$ cat src/rtl/mdu_pkg.sv
// Shared definitions for the multiply/divide sequencer.
//   - ALU opcode constants for the external shared 32-bit ALU
//   - bit positions inside the 2-bit op field
//   - sequencer state encoding and iteration count
package mdu_pkg;

  localparam int unsigned ITER  = 32;
  localparam int unsigned CNT_W = $clog2(ITER);

  localparam logic [1:0] ALU_AND = 2'd0;
  localparam logic [1:0] ALU_OR  = 2'd1;
  localparam logic [1:0] ALU_ADD = 2'd2;
  localparam logic [1:0] ALU_XOR = 2'd3;

  localparam int unsigned OP_DIV    = 0;
  localparam int unsigned OP_SIGNED = 1;

  typedef enum logic [2:0] {
    StIdle,
    StMul,
    StDiv,
    StDone,
    StPre,
    StPost
  } state_e;

endpackage

$ cat src/rtl/mdu_sign_fix.sv
// Sign handling for signed MULT/DIV (used only when MDU_SIGNED_EN is defined).
// Captures operand signs at start, then supplies the ALU operand and carry-in
// for the two magnitude cycles before the iterations and the two conditional
// negation cycles after them. The ALU always runs ADD with alu_b = 0 here, so
// a negation is ~x + 1 and a pass-through is x + 0.
// Ports:
//   clk, rst            clock, synchronous active-high reset
//   capture             start accepted this cycle
//   signed_in           op requests signed arithmetic
//   opa_sign, opb_sign  operand sign bits at start
//   div                 current operation is a divide
//   in_pre, in_post     sequencer is in the pre / post phase
//   step                0 = first, 1 = second cycle of the phase
//   hi, lo, mreg        sequencer working registers
//   alu_cout            ALU carry-out
//   signed_op           captured signed flag
//   fix_a, fix_cin      ALU operand A and carry-in for pre/post cycles
module mdu_sign_fix (
  input  logic        clk,
  input  logic        rst,
  input  logic        capture,
  input  logic        signed_in,
  input  logic        opa_sign,
  input  logic        opb_sign,
  input  logic        div,
  input  logic        in_pre,
  input  logic        in_post,
  input  logic        step,
  input  logic [31:0] hi,
  input  logic [31:0] lo,
  input  logic [31:0] mreg,
  input  logic        alu_cout,
  output logic        signed_op,
  output logic [31:0] fix_a,
  output logic        fix_cin
);

  logic        active_q, sa_q, sb_q, carry_q;
  logic [31:0] x;
  logic        neg, cin_sel;

  always_ff @(posedge clk) begin
    if (rst) begin
      active_q <= 1'b0;
      sa_q     <= 1'b0;
      sb_q     <= 1'b0;
      carry_q  <= 1'b0;
    end else begin
      if (capture) begin
        active_q <= signed_in;
        sa_q     <= opa_sign;
        sb_q     <= opb_sign;
      end
      // Carry out of the low-word negation feeds the high-word negation.
      if (in_post && !step) carry_q <= alu_cout;
    end
  end

  // lo holds the dividend for divide but the multiplier for multiply, and
  // mreg holds the other operand; pick the matching sign for each.
  always_comb begin
    x       = lo;
    neg     = 1'b0;
    cin_sel = 1'b1;
    if (in_pre) begin
      if (!step) begin
        x   = lo;
        neg = div ? sa_q : sb_q;
      end else begin
        x   = mreg;
        neg = div ? sb_q : sa_q;
      end
    end else if (in_post) begin
      if (!step) begin
        x   = lo;
        neg = sa_q ^ sb_q;
      end else begin
        x       = hi;
        neg     = div ? sa_q : (sa_q ^ sb_q);
        cin_sel = div ? 1'b1 : carry_q;
      end
    end
    fix_a   = neg ? ~x : x;
    fix_cin = neg & cin_sel;
  end

  assign signed_op = active_q;

endmodule

$ cat src/rtl/mdu_seq.sv
// Multi-cycle MULTU/DIVU sequencer writing HI/LO. Time-shares the external
// combinational ALU: one shift-add (multiply) or restoring compare-subtract
// (divide) step per cycle for ITER cycles. Divide by zero finishes at once
// with hi = dividend, lo = all ones.
// Optional signed MULT/DIV: define MDU_SIGNED_EN (adds pre/post sign cycles).
// Ports:
//   clk, rst             clock, synchronous active-high reset
//   start, op, opa, opb  request, op (bit0 divide, bit1 signed), operands
//   busy, done           operation in progress / one-cycle result pulse
//   hi, lo               product high/low or remainder/quotient
//   alu_a, alu_b, alu_cin, alu_op   drive to the shared ALU
//   alu_result, alu_cout            same-cycle ALU response
module mdu_seq
  import mdu_pkg::*;
(
  input  logic        clk,
  input  logic        rst,
  input  logic        start,
  input  logic [1:0]  op,
  input  logic [31:0] opa,
  input  logic [31:0] opb,
  output logic        busy,
  output logic        done,
  output logic [31:0] hi,
  output logic [31:0] lo,
  output logic [31:0] alu_a,
  output logic [31:0] alu_b,
  output logic        alu_cin,
  output logic [1:0]  alu_op,
  input  logic [31:0] alu_result,
  input  logic        alu_cout
);

  state_e             state_q, state_d;
  logic [CNT_W-1:0]   cnt_q, cnt_d;
  logic [31:0]        hi_q, hi_d, lo_q, lo_d;
  logic [31:0]        m_q, m_d;   // multiplicand or divisor
  logic               div_q, div_d;
  logic               accept, is_signed, signed_op, last_iter, take;
  logic [31:0]        rem_sh;

`ifdef MDU_SIGNED_EN
  logic [31:0] fix_a;
  logic        fix_cin;

  assign is_signed = op[OP_SIGNED];

  mdu_sign_fix u_sign_fix (
    .clk       (clk),
    .rst       (rst),
    .capture   (accept),
    .signed_in (op[OP_SIGNED]),
    .opa_sign  (opa[31]),
    .opb_sign  (opb[31]),
    .div       (div_q),
    .in_pre    (state_q == StPre),
    .in_post   (state_q == StPost),
    .step      (cnt_q[0]),
    .hi        (hi_q),
    .lo        (lo_q),
    .mreg      (m_q),
    .alu_cout  (alu_cout),
    .signed_op (signed_op),
    .fix_a     (fix_a),
    .fix_cin   (fix_cin)
  );
`else
  logic unused_op_signed;
  assign unused_op_signed = op[OP_SIGNED];
  assign is_signed        = 1'b0;
  assign signed_op        = 1'b0;
`endif

  assign accept    = start && (state_q == StIdle || state_q == StDone);
  assign last_iter = (cnt_q == CNT_W'(ITER - 1));
  // Partial remainder shifted left; hi[31] acts as its 33rd bit.
  assign rem_sh    = {hi_q[30:0], lo_q[31]};
  assign take      = hi_q[31] | alu_cout;

  always_ff @(posedge clk) begin
    if (rst) begin
      state_q <= StIdle;
      cnt_q   <= '0;
      hi_q    <= '0;
      lo_q    <= '0;
      m_q     <= '0;
      div_q   <= 1'b0;
    end else begin
      state_q <= state_d;
      cnt_q   <= cnt_d;
      hi_q    <= hi_d;
      lo_q    <= lo_d;
      m_q     <= m_d;
      div_q   <= div_d;
    end
  end

  always_comb begin
    state_d = state_q;
    cnt_d   = cnt_q;
    hi_d    = hi_q;
    lo_d    = lo_q;
    m_d     = m_q;
    div_d   = div_q;
    alu_a   = '0;
    alu_b   = '0;
    alu_cin = 1'b0;
    alu_op  = ALU_AND;

    case (state_q)
      StIdle, StDone: begin
        state_d = StIdle;
        if (start) begin
          div_d = op[OP_DIV];
          cnt_d = '0;
          if (op[OP_DIV] && opb == '0) begin
            state_d = StDone;
            hi_d    = opa;
            lo_d    = '1;
          end else begin
            hi_d    = '0;
            lo_d    = op[OP_DIV] ? opa : opb;
            m_d     = op[OP_DIV] ? opb : opa;
            if (is_signed)       state_d = StPre;
            else if (op[OP_DIV]) state_d = StDiv;
            else                 state_d = StMul;
          end
        end
      end

      StMul: begin
        alu_op         = ALU_ADD;
        alu_a          = hi_q;
        alu_b          = lo_q[0] ? m_q : '0;
        {hi_d, lo_d}   = {alu_cout, alu_result, lo_q[31:1]};
        cnt_d          = cnt_q + 1'b1;
        if (last_iter) state_d = signed_op ? StPost : StDone;
      end

      StDiv: begin
        alu_op         = ALU_ADD;
        alu_a          = rem_sh;
        alu_b          = ~m_q;
        alu_cin        = 1'b1;
        hi_d           = take ? alu_result : rem_sh;
        lo_d           = {lo_q[30:0], take};
        cnt_d          = cnt_q + 1'b1;
        if (last_iter) state_d = signed_op ? StPost : StDone;
      end

`ifdef MDU_SIGNED_EN
      StPre: begin
        alu_op  = ALU_ADD;
        alu_a   = fix_a;
        alu_cin = fix_cin;
        if (!cnt_q[0]) begin
          lo_d  = alu_result;
          cnt_d = cnt_q + 1'b1;
        end else begin
          m_d     = alu_result;
          cnt_d   = '0;
          state_d = div_q ? StDiv : StMul;
        end
      end

      StPost: begin
        alu_op  = ALU_ADD;
        alu_a   = fix_a;
        alu_cin = fix_cin;
        if (!cnt_q[0]) begin
          lo_d  = alu_result;
          cnt_d = cnt_q + 1'b1;
        end else begin
          hi_d    = alu_result;
          cnt_d   = '0;
          state_d = StDone;
        end
      end
`endif

      default: state_d = StIdle;
    endcase
  end

  assign busy = (state_q == StMul) || (state_q == StDiv) ||
                (state_q == StPre) || (state_q == StPost);
  assign done = (state_q == StDone);
  assign hi   = hi_q;
  assign lo   = lo_q;

endmodule

$ cat config.mk
export PLATFORM = sky130hd
export DESIGN_NAME = mdu_seq
export DESIGN_NICKNAME = d
export VERILOG_FILES = /design/src/rtl/mdu_pkg.sv /design/src/rtl/mdu_sign_fix.sv /design/src/rtl/mdu_seq.sv
export SDC_FILE = /design/constraint.sdc
export NUM_CORES = 1
export LEC_CHECK = 0
export ABC_AREA = 1
export CAP_MARGIN = 20
export CORE_ASPECT_RATIO = 1.1
export CORE_MARGIN = 2
export CORE_UTILIZATION = 48
export CTS_BUF_LIST = sky130_fd_sc_hd__clkbuf_8
export DETAILED_ROUTE_END_ITERATION = 6
export GPL_TIMING_DRIVEN = 0
export PLACE_DENSITY = 0.81
export SYNTH_ARGS = -nofsm -noshare
export SYNTH_HDL_FRONTEND = slang
export SYNTH_SLANG_ARGS = --single-unit
$ cat constraint.sdc
create_clock -name clk -period 2.5 [get_ports clk]
set_clock_uncertainty 0.05 [all_clocks]
set_input_delay 0.5 -clock clk [delete_from_list [all_inputs] [get_ports clk]]
set_output_delay 0.5 -clock clk [all_outputs]
set_load 0.02 [all_outputs]
## Yosys cells after proc, flatten, opt, wreduce, memory -nomap -nowiden

Index checks and enable logic that the tools add are counted.

| word-level totals | value |
|---|---|
| word-level logic and storage cells | 51 |
| register bits | 104 |

| cells by class | value |
|---|---|
| add/sub/neg operators | 1 |
| mux-type cells | 21 |
| equality and inequality tests | 8 |
| bitwise gates (word level) | 3 |
| reduce and logical (&&, ||, !) cells | 13 |

Operators with widths:

| cell | count |
|---|---|
| $mux W32 | 8 |
| $pmux W32 S3 | 2 |
| $pmux W32 S2 | 2 |
| $logic_not A32 Y1 | 1 |
| $not A32 Y32 | 1 |
| $pmux W5 S2 | 1 |
| $mux W2 | 4 |
| $eq A3 B2 Y1 const B | 2 |
| $eq A3 B3 Y1 const B | 2 |
| $pmux W3 S2 | 1 |
| $add A5 B1 Y5 const B | 1 |
| $eq A5 B5 Y1 const B | 1 |
| $mux W5 | 1 |
| $reduce_and A2 Y1 | 2 |
| $reduce_or A2 Y1 | 2 |
| $eq A3 B1 Y1 const B | 1 |
| $logic_not A3 Y1 | 1 |
| $logic_or A1 B1 Y1 | 3 |
| $mux W3 | 1 |
| $reduce_and A3 Y1 | 1 |
| $reduce_bool A3 Y1 | 1 |
| $ne A2 B1 Y1 const B | 1 |
| $ne A2 B2 Y1 const B | 1 |
| $reduce_bool A2 Y1 | 1 |
| other kinds (4) | 4 |

## Depth between registers and ports, before layout

| logic depth | value |
|---|---|
| depth after elaboration | 5 |
| depth in mapped cells | 10 |
| depth with buffers taken out | 9 |

## Least setup slack after synthesis

No wires, ideal clock.

| timing path | value |
|---|---|
| path kind | register to output |
| from | register state_q[0] |
| to | output alu_b[22] |
| buffers on the path | 3 |
| path slack | 0.150 ns |
| data arrival time | 1.800 ns |
| stages on the path, launching flop included | 8 |
| cells stage by stage | dfxtp_1 inv_1 ha_1 buf_2 buf_2 clkbuf_1 o21ai_0 a21oi_1 |

| between the ends | value |
|---|---|
| longest elaborated chain between the ends | 2 |
| elaborated cells on any way between the ends | 3 |
| those cells by class | eq/ne: 2; mux: 1 |

Ends and longest elaborated chain:

| item | RTL line | text |
|---|---|---|
| start, declared | mdu_seq.sv:34 | `state_e state_q, state_d;` |
| start signal, assigned | mdu_seq.sv:82 | `state_q <= StIdle;` |
| start signal, assigned | mdu_seq.sv:89 | `state_q <= state_d;` |
| $eq A3 B2 Y1 / $eq A3 B1 Y1 (equally long branches) | mdu_seq.sv:110 | `case (state_q)` |
| $pmux W32 S2 * | mdu_seq.sv:110 |  |
| end, declared | mdu_seq.sv:27 | `output logic [31:0] alu_b,` |

Every way passes the cells marked *; elsewhere a longest branch is shown, timed or not.

## Worst setup path in the final report

| timing path | value |
|---|---|
| from | register state_q[0] |
| to | output alu_b[0] |

Same word-level chain as after synthesis.

==> impl_metrics.tcl <==
set metrics [dict create \
    status "finished, violations left" \
    violations "DRC, setup timing" \
    num_io_pins 235 \
    drcViolationCount 9 \
    slew_violations 0 \
    design.die.area_mm2 0.0156 \
    cts_buffer_depth 2 \
    gp_congestion 0.962 \
    area_delta_synth_final_pct 38.8 \
    yosys.area.top_type "dfxtp_1" \
    setup_viol 1 \
    post_synth_num_cell_types 30 \
    vias_per_cell 5.79 \
    cts_buffers 9 \
    synthTopCellsByArea "dfxtp_1, a21oi_1, nand2_1" \
    p_leak_uw 0.00380 \
    whs_path_depth 2 \
    initial_core_util 0.488 \
    antenna_found_initial 0 \
    synth_area_per_cell_um2 5.98 \
    setup_tns_ns -0.00461 \
    fp-row-count 46 \
    max_freq_ghz 0.399 \
    cts.htree.levels 3 \
    dr.pass1.iters 7 \
    grt_pass1_wl_um 43000 \
    power_density_mw_per_mm2 994 \
    period_needed_ns 2.50 \
    min_path_type "reg2reg" \
    clk_latency_ns 0.40 \
    maxCapViolations 0 \
    synth_edf_count 0 \
    netlist_area_mm2 0.00702 \
    synth_seq_cells 103 \
    dp_hpwl_um 21900 \
    dp_cells 1596 \
    io_buffers 231 \
    ys.flop_type "dfxtp_1" \
    cp-start-kind "flip-flop" \
    layout_common_cells "nand2_1, a21oi_1, clkdlybuf4s50_1" \
    drt-initial-drc-count 1154 \
    critical_path.endpoint_type "output pin" \
    syn_inst 1173 \
    grt_pass1_vias 8019 \
    multi_input_area_mm2 0.00424 \
    seqCellArea_mm2 0.00207 \
    synthesis.nets 1280 \
    relSlewSlack 0.582 \
    cts_root_buffer "clkbuf_8" \
    worst_slew_pin_slew_ns 0.624 \
    n_fill_cell 1409 \
    fin_crit_sh 1.00 \
    arrival_ns 1.95 \
    crit_type "reg2out" \
    ant_nets 0 \
    cp.required_ns 1.95 \
    cts_hold_buf 0 \
    routed_wl_um 28500 \
    cts_sinks 103 \
    grt_usage 0.351 \
    rsz0062_at_grt "true" \
    setup_slack_ns -0.00461 \
    antenna_cells 0 \
    synth.top_cell.area_share 0.294 \
    grt_max_degree 18 \
    hold_viol 0 \
    grt_overflow 0 \
    vias 9340 \
    ys_seq_area_frac 0.294 \
    yosysWarnings 0 \
    vdd_drop_max_uv 553 \
    r2r_cells 9 \
    nets 1523 \
    r2r_setup_slack_ns 0.49 \
    die_height_um 131 \
    cts_tree "done" \
    path_max_fanout 10 \
    layout-drive-gt1-share 0.122 \
    layout_commonest_cell "nand2_1" \
    ys_async_sr_fraction 0 \
    core_mm2 0.0144 \
    wl_per_cell_um 17.7 \
    die_width_um 119 \
    clk_pin_slew_worst_paths_ns 0.09 \
    stdcell_count 1613 \
]
==> path summary, 6_finish.rpt <==
check,startpoint,end
setup reg to reg,state_q[0],hi[30]
hold / removal,cnt_q[4],cnt_q[4]
setup / recovery,state_q[0],alu_b[0]
hold reg to reg,cnt_q[4],cnt_q[4]
==> cell usage after synthesis, drive strengths merged (5+ instances only) <==
cell	number
o221ai	6
nand2	277
dfxtp	103
ha	5
o21ai	130
nor2	90
nand4	30
clkbuf	54
o22ai	24
or2	18
a21oi	237
buf	49
nand3	55
inv	78
nand3b	6
==> cells by family (layout without fill, tap and decap cells) <==
family / after synthesis / in the layout / synth area share
and+or+nand+nor: 479 / 479 / 0.291
AOI/OAI and AO/OA: 400 / 400 / 0.294
buffers and inverters: 183 / 431 / 0.109
DFF: 103 / 103 / 0.294
adders and majority gates: 5 / 5 / 0.00891
muxes: 2 / 2 / 0.00285
other: 1 / 1 / 0.000534
==> layer usage <==
| metal | global-route usage | up-vias | wire length [µm] |
|---|---|---|---|
| li1 | - | 4433 | - |
| met1 | 0.464 | 4304 | 11700 |
| met2 | 0.571 | 527 | 13200 |
| met3 | 0.0456 | 76 | 2390 |
| met4 | 0.172 | 0 | 1240 |
| met5 | 0 | - | 0 |
==> power by group <==
part	total (µW)	switching [µW]	internal [µW]
sequential	2390	339	2060
combinational	6080	3870	2200
clock	1210	641	566
total	9680	4850	4830
==> flip-flops by register name, summed over array words and instances, names as in the netlist <==
name / count
m_q: 32
hi: 32
cnt_q: 5
lo: 32
state_q: 2
==> final cells by class <==
class | count | share of cell area
plain buffers | 103 | 0.0621
well taps | 192 | 0.0247
flip-flops and latches | 103 | 0.212
multi-input cells | 887 | 0.435
clock buffers | 9 | 0.0127
repair buffers | 232 | 0.212
clock inverters | 7 | 0.00976
inverters | 80 | 0.0313
==> repair_timing <==
| action | CTS | global route |
|---|---|---|
| setup endpoints to repair | 66 | 58 |
| resized for setup | 307 | 36 |
| setup buffers | 0 | 1 |
==> metrics by stage <==
stage / instance area [µm²] / util / hold WS, ns / setup slack (ns) / total power [µW]
final: 9740 / 0.677 / 0.423 / -0.00461 / 9680
after global routing: 9740 / 0.677 / 0.461 / -0.00610 / 10300
after CTS: 9760 / 0.679 / 0.425 / 0.0180 / 9470
after detailed placement: 9570 / 0.665 / 0.412 / -0.593 / 8170
after global placement: 9570 / 0.665 / 0.403 / -0.522 / 8100
after floorplan: 7020 / - / 0.387 / 0.150 / 5890
==> critical path, cell delays in order (launching register included) <==
cell	delay (ns)
dfxtp_4	0.38
inv_2	0.06
ha_4	0.26
inv_4	0.14
clkbuf_8	0.20
o21ai_0	0.08
a21oi_1	0.23
buf_4	0.20
(Power assumes the default switching activity.)
==> RTL edit: new RTL, same flow settings <==
Re-encode `state_e` (6 states) as one-hot, 6 bits wide.
--- a/src/rtl/mdu_pkg.sv
+++ b/src/rtl/mdu_pkg.sv
@@ -15,13 +15,13 @@
   localparam int unsigned OP_DIV    = 0;
   localparam int unsigned OP_SIGNED = 1;
 
-  typedef enum logic [2:0] {
-    StIdle,
-    StMul,
-    StDiv,
-    StDone,
-    StPre,
-    StPost
+  typedef enum logic [5:0] {
+    StIdle = 6'b000001,
+    StMul  = 6'b000010,
+    StDiv  = 6'b000100,
+    StDone = 6'b001000,
+    StPre  = 6'b010000,
+    StPost = 6'b100000
   } state_e;
 
 endpackage
Formal check against the unedited RTL: no difference found for any inputs over 4 cycles, from zero or initial values and one cycle with rst high; so few cycles prove little.
==> RTL edit against the unedited design <==
The run ends with negative setup slack left. Routed wire length fell by 1.8%. Die area rose by 2.3%. Sequential cell count rose by 2. Maximum frequency fell by 0.18%. Worst setup slack got worse by 4.6 ps. Synthesized area rose by 2.4%. Design area rose by 1.1%. Sequential share of layout area rose by 0.17 points. First-iteration DRC count fell by 29%. Critical endpoint is now alu_a[16]. Largest cell class unchanged.
Power is not compared: it rests on default switching activity, and its combinational part moved more than twofold at a synthesized area within 25%.
==> RTL edit: results (changes against the unedited design) <==
Place
  – Pre-CTS setup slack: -476 ps (+118 ps)
  – HPWL reported at the end of detailed placement: 22000 um (about the same)

Critical path
  – Worst reg-to-reg setup slack: 580 ps (+90 ps)
  – Slowest CP cell: dfxtp_2
  – RR Endpoint: hi[17]
  – FF-to-FF Start: hi[31]

Cells and area
  – Final net count: 1559 (+2.4%)
  – Final Instance Area: 9850 um^2 (+1.1%)
  – Share of cells above drive strength 1: 10.8% (-1.4 points)

STA
  – Hold slack: 424 ps (+0.473 ps)
  – Setup TNS: -12.8 ps (-8.20 ps)
  – Final setup viols: 2 (+1)
  – Worst setup margin: -9.20 ps (-4.59 ps)

Global route
  – Met1 global-route usage: 45.6% (-0.86 points)
  – GR Util met3: 4.15% (-0.41 points)
  – GR Util All Layers: 34.2% (-0.87 points)
  – Largest net degree at the start of global routing: 21 (+3)
  – First-pass GRT wire length: 44000 um (+2.3%)
  – Vias in the first global route: 8626 (+7.6%)
  – Met2 Use GR: 56.9% (-0.19 points)

Status
  – Failing checks: negative setup slack
  – Status: finished, violations left

Logic synthesis
  – Net count after synthesis: 1318 (+3.0%)
  – Sequential fraction of the synthesis area: 29.3% (-0.12 points)
  – Adder-cell share of the synthesized area: 0.348% (-0.54 points)
  – Commonest cells in the netlist: 196 x nand2_1, 195 x nor2_1, 173 x a21oi_1
  – Top cells by area, synth: dfxtp_1 29%, a21oi_1 12%, nand2_1 10%
  – Syn avg cell area: 5.92 um^2 (-1.1%)
  – Post-synthesis xor/xnor area fraction: 0.122% (+0.12 points)
  – Post-synthesis mux area share: 0% (-0.29 points)

Detailed routing
  – Pre-antenna DRT Iters: 5 (-2)
  – DRT iter0 DRCs: 819 (-29%)
  – Met2 WL: 13100 um (-0.56%)
  – Met3 WL post-DR: 2540 um (+5.9%)
  – Metal-1 WL: 11600 um (-1.1%)
RTL edit: changes by cell type after synthesis, moves of 20 or more:
cell / unedited run / this run
o22ai_1: 24 / 62
o21ai_0: 104 / 84
inv_1: 74 / 122
nand2_1: 274 / 196
a21oi_1: 237 / 173
nor2_1: 88 / 195
nand3_1: 55 / 75
RTL edit: power groups by stage:
stage,Combinational (mW),Sequential [mW],Clock [mW]
floorplan,0.684,2.10,0
global placement,1.44,2.00,0
detailed placement,1.46,2.00,0
CTS,1.46,1.96,1.01
global route,1.61,1.99,1.09
finish,1.49,1.97,1.02
RTL edit: area by class of cell:
cell class | instances | area share [%]
Buffer | 102 | 5.61
Clock buffer | 11 | 1.54
Clock inverter | 4 | 0.216
Inverter | 128 | 4.95
Multi-Input combinational cell | 878 | 42.5
Sequential cell | 105 | 21.4
Tap cell | 192 | 2.44
Timing Repair Buffer | 231 | 21.4
RTL edit: worst max path at each step:
stage | from | end | slack [ps]
floorplan | state_q[2] | alu_b[10] | 420
global placement | state_q[1] | alu_a[3] | -450
detailed placement | state_q[0] | alu_a[3] | -480
CTS | state_q[0] | alu_a[4] | -10
global route | state_q[1] | alu_b[24] | -40
finish | state_q[2] | alu_a[16] | -9
RTL edit: tightest hold or removal path, cell delays in order, from the launching register on:
cell,delay (ps)
dfxtp_1,320
nand2_1,60
a21oi_1,50
RTL edit: repair_timing:
item	CTS	global route
hold buffers	0	0
gates cloned	0	0
resized for setup	317	45
endpoints found under the hold margin	0	0
setup endpoints to repair	66	66
pin swaps	0	1
